--- src/rtl/mc_datapath_regs_pkg.sv ---
// Shared constants for the multi-cycle MIPS datapath register bank:
// word width, opcode values and next-PC source encodings.
package mc_datapath_regs_pkg;

  localparam int WORD_W = 32;

  localparam logic [5:0] OP_RTYPE = 6'b000000;
  localparam logic [5:0] OP_LW    = 6'b100011;
  localparam logic [5:0] OP_SW    = 6'b101011;
  localparam logic [5:0] OP_LHU   = 6'b100101;
  localparam logic [5:0] OP_SLTIU = 6'b001011;
  localparam logic [5:0] OP_BEQ   = 6'b000100;
  localparam logic [5:0] OP_BNE   = 6'b000101;
  localparam logic [5:0] OP_J     = 6'b000010;
  localparam logic [5:0] OP_JAL   = 6'b000011;

  typedef enum logic [1:0] {
    PCSRC_ALU  = 2'b00,
    PCSRC_BTGT = 2'b01,
    PCSRC_JUMP = 2'b10,
    PCSRC_RSVD = 2'b11
  } pcsrc_e;

  // beq takes on zero, bne on non-zero; every other opcode never branches.
  function automatic logic branch_cond(input logic [5:0] opcode, input logic zero);
    logic cond;
    case (opcode)
      OP_BEQ:  cond = zero;
      OP_BNE:  cond = ~zero;
      default: cond = 1'b0;
    endcase
    return cond;
  endfunction

endpackage

--- src/rtl/mc_next_pc.sv ---
// Combinational branch decision and next-PC source selection.
// The reserved source encoding suppresses the PC write entirely.
module mc_next_pc
  import mc_datapath_regs_pkg::*;
(
  input  logic [1:0]        i_pc_source,
  input  logic              i_pc_write,
  input  logic              i_pc_write_cond,
  input  logic              i_zero,
  input  logic [5:0]        i_opcode,
  input  logic [WORD_W-1:0] i_pc,
  input  logic [WORD_W-1:0] i_alu_result,
  input  logic [WORD_W-1:0] i_btgt,
  input  logic [WORD_W-1:0] i_jump_target,
  output logic              o_pc_we,
  output logic [WORD_W-1:0] o_next_pc
);

  logic w_take;

  // Select the next PC and decide whether the PC register updates this edge.
  always_comb begin
    w_take    = i_pc_write_cond & branch_cond(i_opcode, i_zero);
    o_pc_we   = i_pc_write | w_take;
    o_next_pc = i_pc;
    case (pcsrc_e'(i_pc_source))
      PCSRC_ALU:  o_next_pc = i_alu_result;
      PCSRC_BTGT: o_next_pc = i_btgt;
      PCSRC_JUMP: o_next_pc = i_jump_target;
      default: begin
        o_pc_we   = 1'b0;
        o_next_pc = i_pc;
      end
    endcase
  end

endmodule

--- src/rtl/mc_datapath_regs.sv ---
// Register bank of the multi-cycle MIPS datapath (PC, IR, MDR, A, B, ALUOut, branch target).
// Optional performance counters are built only when MC_PERF_CNT_EN is defined.
module mc_datapath_regs
  import mc_datapath_regs_pkg::*;
#(
  parameter logic [31:0] RESET_PC = 32'h0000_0000,
  parameter int          CNT_W    = 32
) (
  input  logic              clk,
  input  logic              reset,
  input  logic              pcWrite,
  input  logic              pcWriteCond,
  input  logic              IorD,
  input  logic              IRwrite,
  input  logic              MDRWrite,
  input  logic              ALUOutWrite,
  input  logic [1:0]        pcSource,
  input  logic              zero,
  input  logic [WORD_W-1:0] aluResult,
  input  logic [WORD_W-1:0] memRdata,
  input  logic [WORD_W-1:0] rdData1,
  input  logic [WORD_W-1:0] rdData2,
  output logic [WORD_W-1:0] pc,
  output logic [WORD_W-1:0] memAddr,
  output logic [WORD_W-1:0] ir,
  output logic [5:0]        opcode,
  output logic [WORD_W-1:0] mdr,
  output logic [WORD_W-1:0] regA,
  output logic [WORD_W-1:0] regB,
  output logic [WORD_W-1:0] aluOut,
  output logic [WORD_W-1:0] jumpTarget,
  output logic [WORD_W-1:0] linkAddr,
  output logic [CNT_W-1:0]  instret,
  output logic [CNT_W-1:0]  cycles
);

  logic [WORD_W-1:0] r_pc;
  logic [WORD_W-1:0] r_ir;
  logic [WORD_W-1:0] r_mdr;
  logic [WORD_W-1:0] r_a;
  logic [WORD_W-1:0] r_b;
  logic [WORD_W-1:0] r_alu_out;
  logic [WORD_W-1:0] r_btgt;
  logic              r_dec;
  logic              w_pc_we;
  logic [WORD_W-1:0] w_next_pc;
  logic [WORD_W-1:0] w_jump_target;

  assign w_jump_target = {r_pc[31:28], r_ir[25:0], 2'b00};

  mc_next_pc u_next_pc (
    .i_pc_source     (pcSource),
    .i_pc_write      (pcWrite),
    .i_pc_write_cond (pcWriteCond),
    .i_zero          (zero),
    .i_opcode        (r_ir[31:26]),
    .i_pc            (r_pc),
    .i_alu_result    (aluResult),
    .i_btgt          (r_btgt),
    .i_jump_target   (w_jump_target),
    .o_pc_we         (w_pc_we),
    .o_next_pc       (w_next_pc)
  );

  // Architectural and inter-cycle registers; the branch target is grabbed in the
  // decode cycle (the edge after IR load) when the ALU is forming PC+(imm<<2).
  always_ff @(posedge clk or posedge reset) begin
    if (reset) begin
      r_pc      <= RESET_PC;
      r_ir      <= 32'h0000_0000;
      r_mdr     <= 32'h0000_0000;
      r_a       <= 32'h0000_0000;
      r_b       <= 32'h0000_0000;
      r_alu_out <= 32'h0000_0000;
      r_btgt    <= 32'h0000_0000;
      r_dec     <= 1'b0;
    end else begin
      r_dec <= IRwrite;
      r_a   <= rdData1;
      r_b   <= rdData2;
      if (w_pc_we)     r_pc      <= w_next_pc;
      if (IRwrite)     r_ir      <= memRdata;
      if (MDRWrite)    r_mdr     <= memRdata;
      if (ALUOutWrite) r_alu_out <= aluResult;
      if (r_dec)       r_btgt    <= aluResult;
    end
  end

`ifdef MC_PERF_CNT_EN
  logic [CNT_W-1:0] r_cycles;
  logic [CNT_W-1:0] r_instret;

  // Free-running cycle and retired-instruction counters, wrapping naturally.
  always_ff @(posedge clk or posedge reset) begin
    if (reset) begin
      r_cycles  <= '0;
      r_instret <= '0;
    end else begin
      r_cycles <= r_cycles + CNT_W'(1);
      if (IRwrite) r_instret <= r_instret + CNT_W'(1);
    end
  end

  assign cycles  = r_cycles;
  assign instret = r_instret;
`else
  assign cycles  = '0;
  assign instret = '0;
`endif

  assign pc         = r_pc;
  assign memAddr    = IorD ? r_alu_out : r_pc;
  assign ir         = r_ir;
  assign opcode     = r_ir[31:26];
  assign mdr        = r_mdr;
  assign regA       = r_a;
  assign regB       = r_b;
  assign aluOut     = r_alu_out;
  assign jumpTarget = w_jump_target;
  assign linkAddr   = r_pc;

endmodule

--- config.mk ---
export PLATFORM = sky130hd
export DESIGN_NAME = mc_datapath_regs
export DESIGN_NICKNAME = d
export VERILOG_FILES = /design/src/rtl/mc_datapath_regs_pkg.sv /design/src/rtl/mc_next_pc.sv /design/src/rtl/mc_datapath_regs.sv
export SDC_FILE = /design/constraint.sdc
export NUM_CORES = 1
export LEC_CHECK = 0
export CORE_AREA = 3 3 194 196
export CTS_CLUSTER_DIAMETER = 40
export DETAILED_ROUTE_END_ITERATION = 16
export DIE_AREA = 0 0 197 199
export PLACE_DENSITY = 0.75
export SLEW_MARGIN = 20
export SYNTH_ARGS = -nofsm -noshare
export SYNTH_HDL_FRONTEND = slang
export SYNTH_HIERARCHICAL = 1
export SYNTH_SLANG_ARGS = --single-unit
--- constraint.sdc ---
create_clock -name clk -period 6.7 [get_ports clk]
set_clock_uncertainty 0.15 [all_clocks]
set_input_delay 0.67 -clock clk [delete_from_list [all_inputs] [get_ports clk]]
set_output_delay 0.67 -clock clk [all_outputs]
set_load 0.05 [all_outputs]
## Yosys cells after proc, flatten, opt, wreduce, memory -nomap -nowiden

Index checks and enable logic that the tools add are counted.

- Bitwise logic cells: 4
- Reductions and logical operators: 6
- Equal/unequal tests: 4
- Mux-type cells: 4

Operators with widths:

| operator | count |
|---|---|
| $pmux 32 s3 | 1 |
| $mux 32 | 1 |
| $eq 6x3->1 const B | 2 |
| $reduce_and 3->1 | 1 |
| $reduce_bool 3->1 | 1 |
| $reduce_or 3->1 | 1 |
| $eq 2x1->1 const B | 1 |
| $eq 2x2->1 const B | 1 |
| $logic_not 2->1 | 1 |
| $not 1->1 | 2 |
| $pmux 1 s2 | 1 |
| $reduce_and 2->1 | 1 |
| $reduce_bool 2->1 | 1 |
| $and 1x1->1 | 1 |
| $mux 1 | 1 |
| $or 1x1->1 | 1 |

- Input bits: 139
- Logic and storage cells: 27
- Register bits: 225
- Output and inout bits: 358

## Logic depth before layout (Yosys ltp)

- Depth in word-level cells: 6
- Mapped depth: 6
- Mapped depth without buffers: 4

## Cells and area by module

Netlist, hierarchy kept.

By module, submodules not included:

| module | cells an instance | seq. area each (um^2) | times used | area an instance (um^2) |
|---|---|---|---|---|
| mc_datapath_regs | 577 | 5630.4 | 1 | 9909.5 |
| mc_next_pc | 45 | 0.0 | 1 | 857.1 |

## Worst setup path after synthesis

OpenSTA, ideal clock, no wires.

- Path kind: in2out
- From: in IorD
- To: out memAddr[0]
- Slack: 4571 ps
- Path buffers: 2
- Cell stages on the path: 3
- Arrival: 1309 ps
- Data required time: 5880 ps
- Cell sequence: buf_6 -> buf_12 -> mux2_4

- Cells in the longest elaborated chain, start to end: 1

Ends and longest elaborated chain:

| element | RTL line | source |
|---|---|---|
| start, declared | mc_datapath_regs.sv:13 | `input logic IorD,` |
| $mux 32 | mc_datapath_regs.sv:112 | `assign memAddr = IorD ? r_alu_out : r_pc;` |
| end, declared | mc_datapath_regs.sv:24 | `output logic [WORD_W-1:0] memAddr,` |

Every way passes these cells.

## Final worst setup path

- From: in IorD
- To: out memAddr[31]

Same word-level chain as after synthesis.

==> results.md <==
* Tot Pwr at roughly 0.0056 W
* Dpl cell area at around 14,000 sq um
* Final critical-path required period at 3250 ps
* CTS buffer count at 38
* Max_cap viols at 0
* Synthesized instance count at around 620
* Wire length on met3 at 2.07 mm
* Synth async-reset ratio at 100%
* ANT cells at 0
* Starting Density at 29.7%
* Top cell type's share of synthesized area at 52.3%
* First-pass DRT Iterations at 4
* Status: finished, final reports clean
* Die width at a little under 200 um
* DR vias/cell at 4.22
* Lkg Pwr at 6.94 nW
* Worst-path maximum fanout at 32
* Global route overflow at 0
* CP required at 5880 ps
* Met1 WL at 11.7 mm
* CP arrival at approximately 2400 ps
* Row cnt at 70
* Share of cells above drive strength 1 at between 20% and 30%
* Worst-path cell chain: buf_2 -> buf_4 -> mux2_2 -> clkdlybuf4s50_1
* Fill cells at 3,289
* Area of the die at around 40,000 sq um
* Clock-pin slew on the worst setup and hold paths at around 50 ps
* Sequential share of the synthesized area at between 50% and 60%
* Clk root buf: clkbuf_16
* Reg-to-reg setup timing slack at 4210 ps
* Setup bufs post-CTS at 0
* Worst Setup Path Type: in2out
* First-pass GRT wire length at 44.1 mm
* Hold buffer count at cts at 0
* Post-synth cell types at 16
* Highest Signal Layer: met4
* R2r worst-path depth at 5
* Placed wire-length estimate at 20.7 mm
* Slowest cell on crit path: clkdlybuf4s50_1
* Vias in the first global route at 7,034
* ANT nets after route at 0
* H-tree Lvls at 2
* Tightest Hold Check Type: in2async
* Synth Flop Type: dfrtp_1
* Layout Nets at 1,142
* DR DRC count at 0
* Final TNS setup at 0 ps
* Syn Std Cell Area at 10,800 sq um
* Headroom to the max-slew limit at 42.6%
* Power per cell area at 358 nW/um^2
* Most common cell in the netlist: dfrtp_1
* Number of synthesized register bits at roughly 230
* Final hold violation count at 0
* Largest net degree at the start of global routing at 158
* CP Launch Type: input port
* Final setup viols at 0
* 1st-iter DRT viols at approximately 190
* Max-slew violation count at 0
* DRT Wirelength at approximately 30 mm
* Worst Setup End Kind: output port
* Clk sinks at 225
* Antenna violations before repair at 0
* RSZ-0062 raised after global routing: no
* Core area at 36,300 sq um
* Maximum vdd drop at 214 uV
* Post-route cell area at ~16,000 sq um
* Port Buffers at 430
* Worst r2r src: ir[29]
* Largest area contributor in the netlist: dfrtp_1
* Gpl congestion at 0.721
* Leading cell types by count after synthesis: 225 x dfrtp_1, 180 x mux2_4, 134 x buf_4, 29 x mux4_2, 21 x buf_12
* Top cells by area, synth: dfrtp_1 52%, mux2_4 25%, buf_4 9.3%
* Worst-Margin Slew at roughly 860 ps
* CP peak stage delay at 700 ps
* Via count of the routed design at approximately 6,300
* Period utilization at between 40% and 50%
* Post-CTS resize count at 0
* WL per Instance at just under 20 um
* Die Ht at just under 200 um
* Layout area overhead at 46.1%
* Io pins at 497
* Yosys warns at 6
* Clk_lat worst skew at 530 ps
* Met2 routed WL at 15.3 mm
* Gr usage total at 14.8%
* CTS tree: built
* EDFF count, synth at 0
* Synth Area per Inst at 17.3 sq um
* Max clock buf depth at 3
* Fmax at 308 MHz
* Critical R2R Capture: linkAddr[31]
==> flip-flops by register name, indices dropped and copies added, names as in the netlist <==
register	count
aluOut	32
ir	32
linkAddr	32
mdr	32
r_btgt	32
regA	32
regB	32
r_dec	1
==> where the power goes <==
part,switching (W),internal [W]
logic,0.00125,0.000765
registers,0.000178,0.00151
clock network,0.000722,0.00121
==> final cells by class <==
type | count | area (sq um) | area share, %
sequential | 225 | 5630 | 35.8
clock buffer | 44 | 993 | 6.32
multi-input combinational | 296 | 3870 | 24.6
clock inverter | 26 | 275 | 1.75
tap | 468 | 586 | 3.72
inverter | 2 | 11.3 | 0.0716
timing repair buffer | 440 | 4360 | 27.7
==> cell families (layout without fill, tap and decap cells) <==
kind of cell / Yosys count / after routing / synth area share [%]
other cells: 1 / 68 / 0.0348
mux: 224 / 224 / 33.2
xor+xnor: 1 / 1 / 0.0814
simple gates: 1 / 1 / 0.0814
flops: 225 / 225 / 52.3
compound gates: 2 / 2 / 0.128
buf+inv: 168 / 512 / 14.2
==> worst max-delay path, delay by kind of cell <==
kind,cells,cell delay [ps]
buffers and inverters,3,1340
muxes,1,420
==> metrics by stage <==
| step | instances | setup slack (ps) | utilization (%) | hold slack, ps |
|---|---|---|---|---|
| finish | 1501 | 3450 | 43.4 | 212 |
| CTS | 1501 | 3410 | 43.4 | 169 |
| global route | 1501 | 3370 | 43.4 | 180 |
| floorplan | 689 | 2940 | - | 323 |
| global placement | 1431 | 3470 | 39.9 | 334 |
| detailed placement | 1431 | 3420 | 39.9 | 341 |
==> layer usage <==
layer  GRT usage [%]  up-vias
met5               0        -
met1            17.5     3239
li1                -     2748
met3            4.23       45
met4            5.31        0
met2            25.7      300
==> worst max-delay path by stage <==
| stage | start | end | slack [ps] | cells after the start |
|---|---|---|---|---|
| 2_1_floorplan | reset | aluOut[0] | 2940 | 1 |
| 3_3_place_gp | IorD | memAddr[29] | 3470 | 4 |
| 3_5_place_dp | IorD | memAddr[31] | 3420 | 4 |
| 4_1_cts | IorD | memAddr[31] | 3410 | 4 |
| 5_1_grt | IorD | memAddr[29] | 3370 | 4 |
| 6_report | IorD | memAddr[31] | 3450 | 4 |
==> layout by cell type (no fill, tap or decap) <==
master           instances
nor4b_1                  1
clkinv_8                 1
clkbuf_8                 2
dfrtp_2                  1
clkbuf_1                 4
clkinvlp_4               6
buf_2                    6
mux4_2                  29
bufinv_16                3
mux4_1                   3
clkdlybuf4s50_1        424
a21oi_4                  1
clkinv_2                 6
a41oi_1                  1
mux2_4                 180
xor2_1                   1
inv_8                    2
inv_6                    9
mux2_2                  12
dfrtp_1                224
buf_12                   1
conb_1                  68
inv_1                    1
buf_4                    9
clkbuf_16               38
Power figures use the tool's default switching activity.
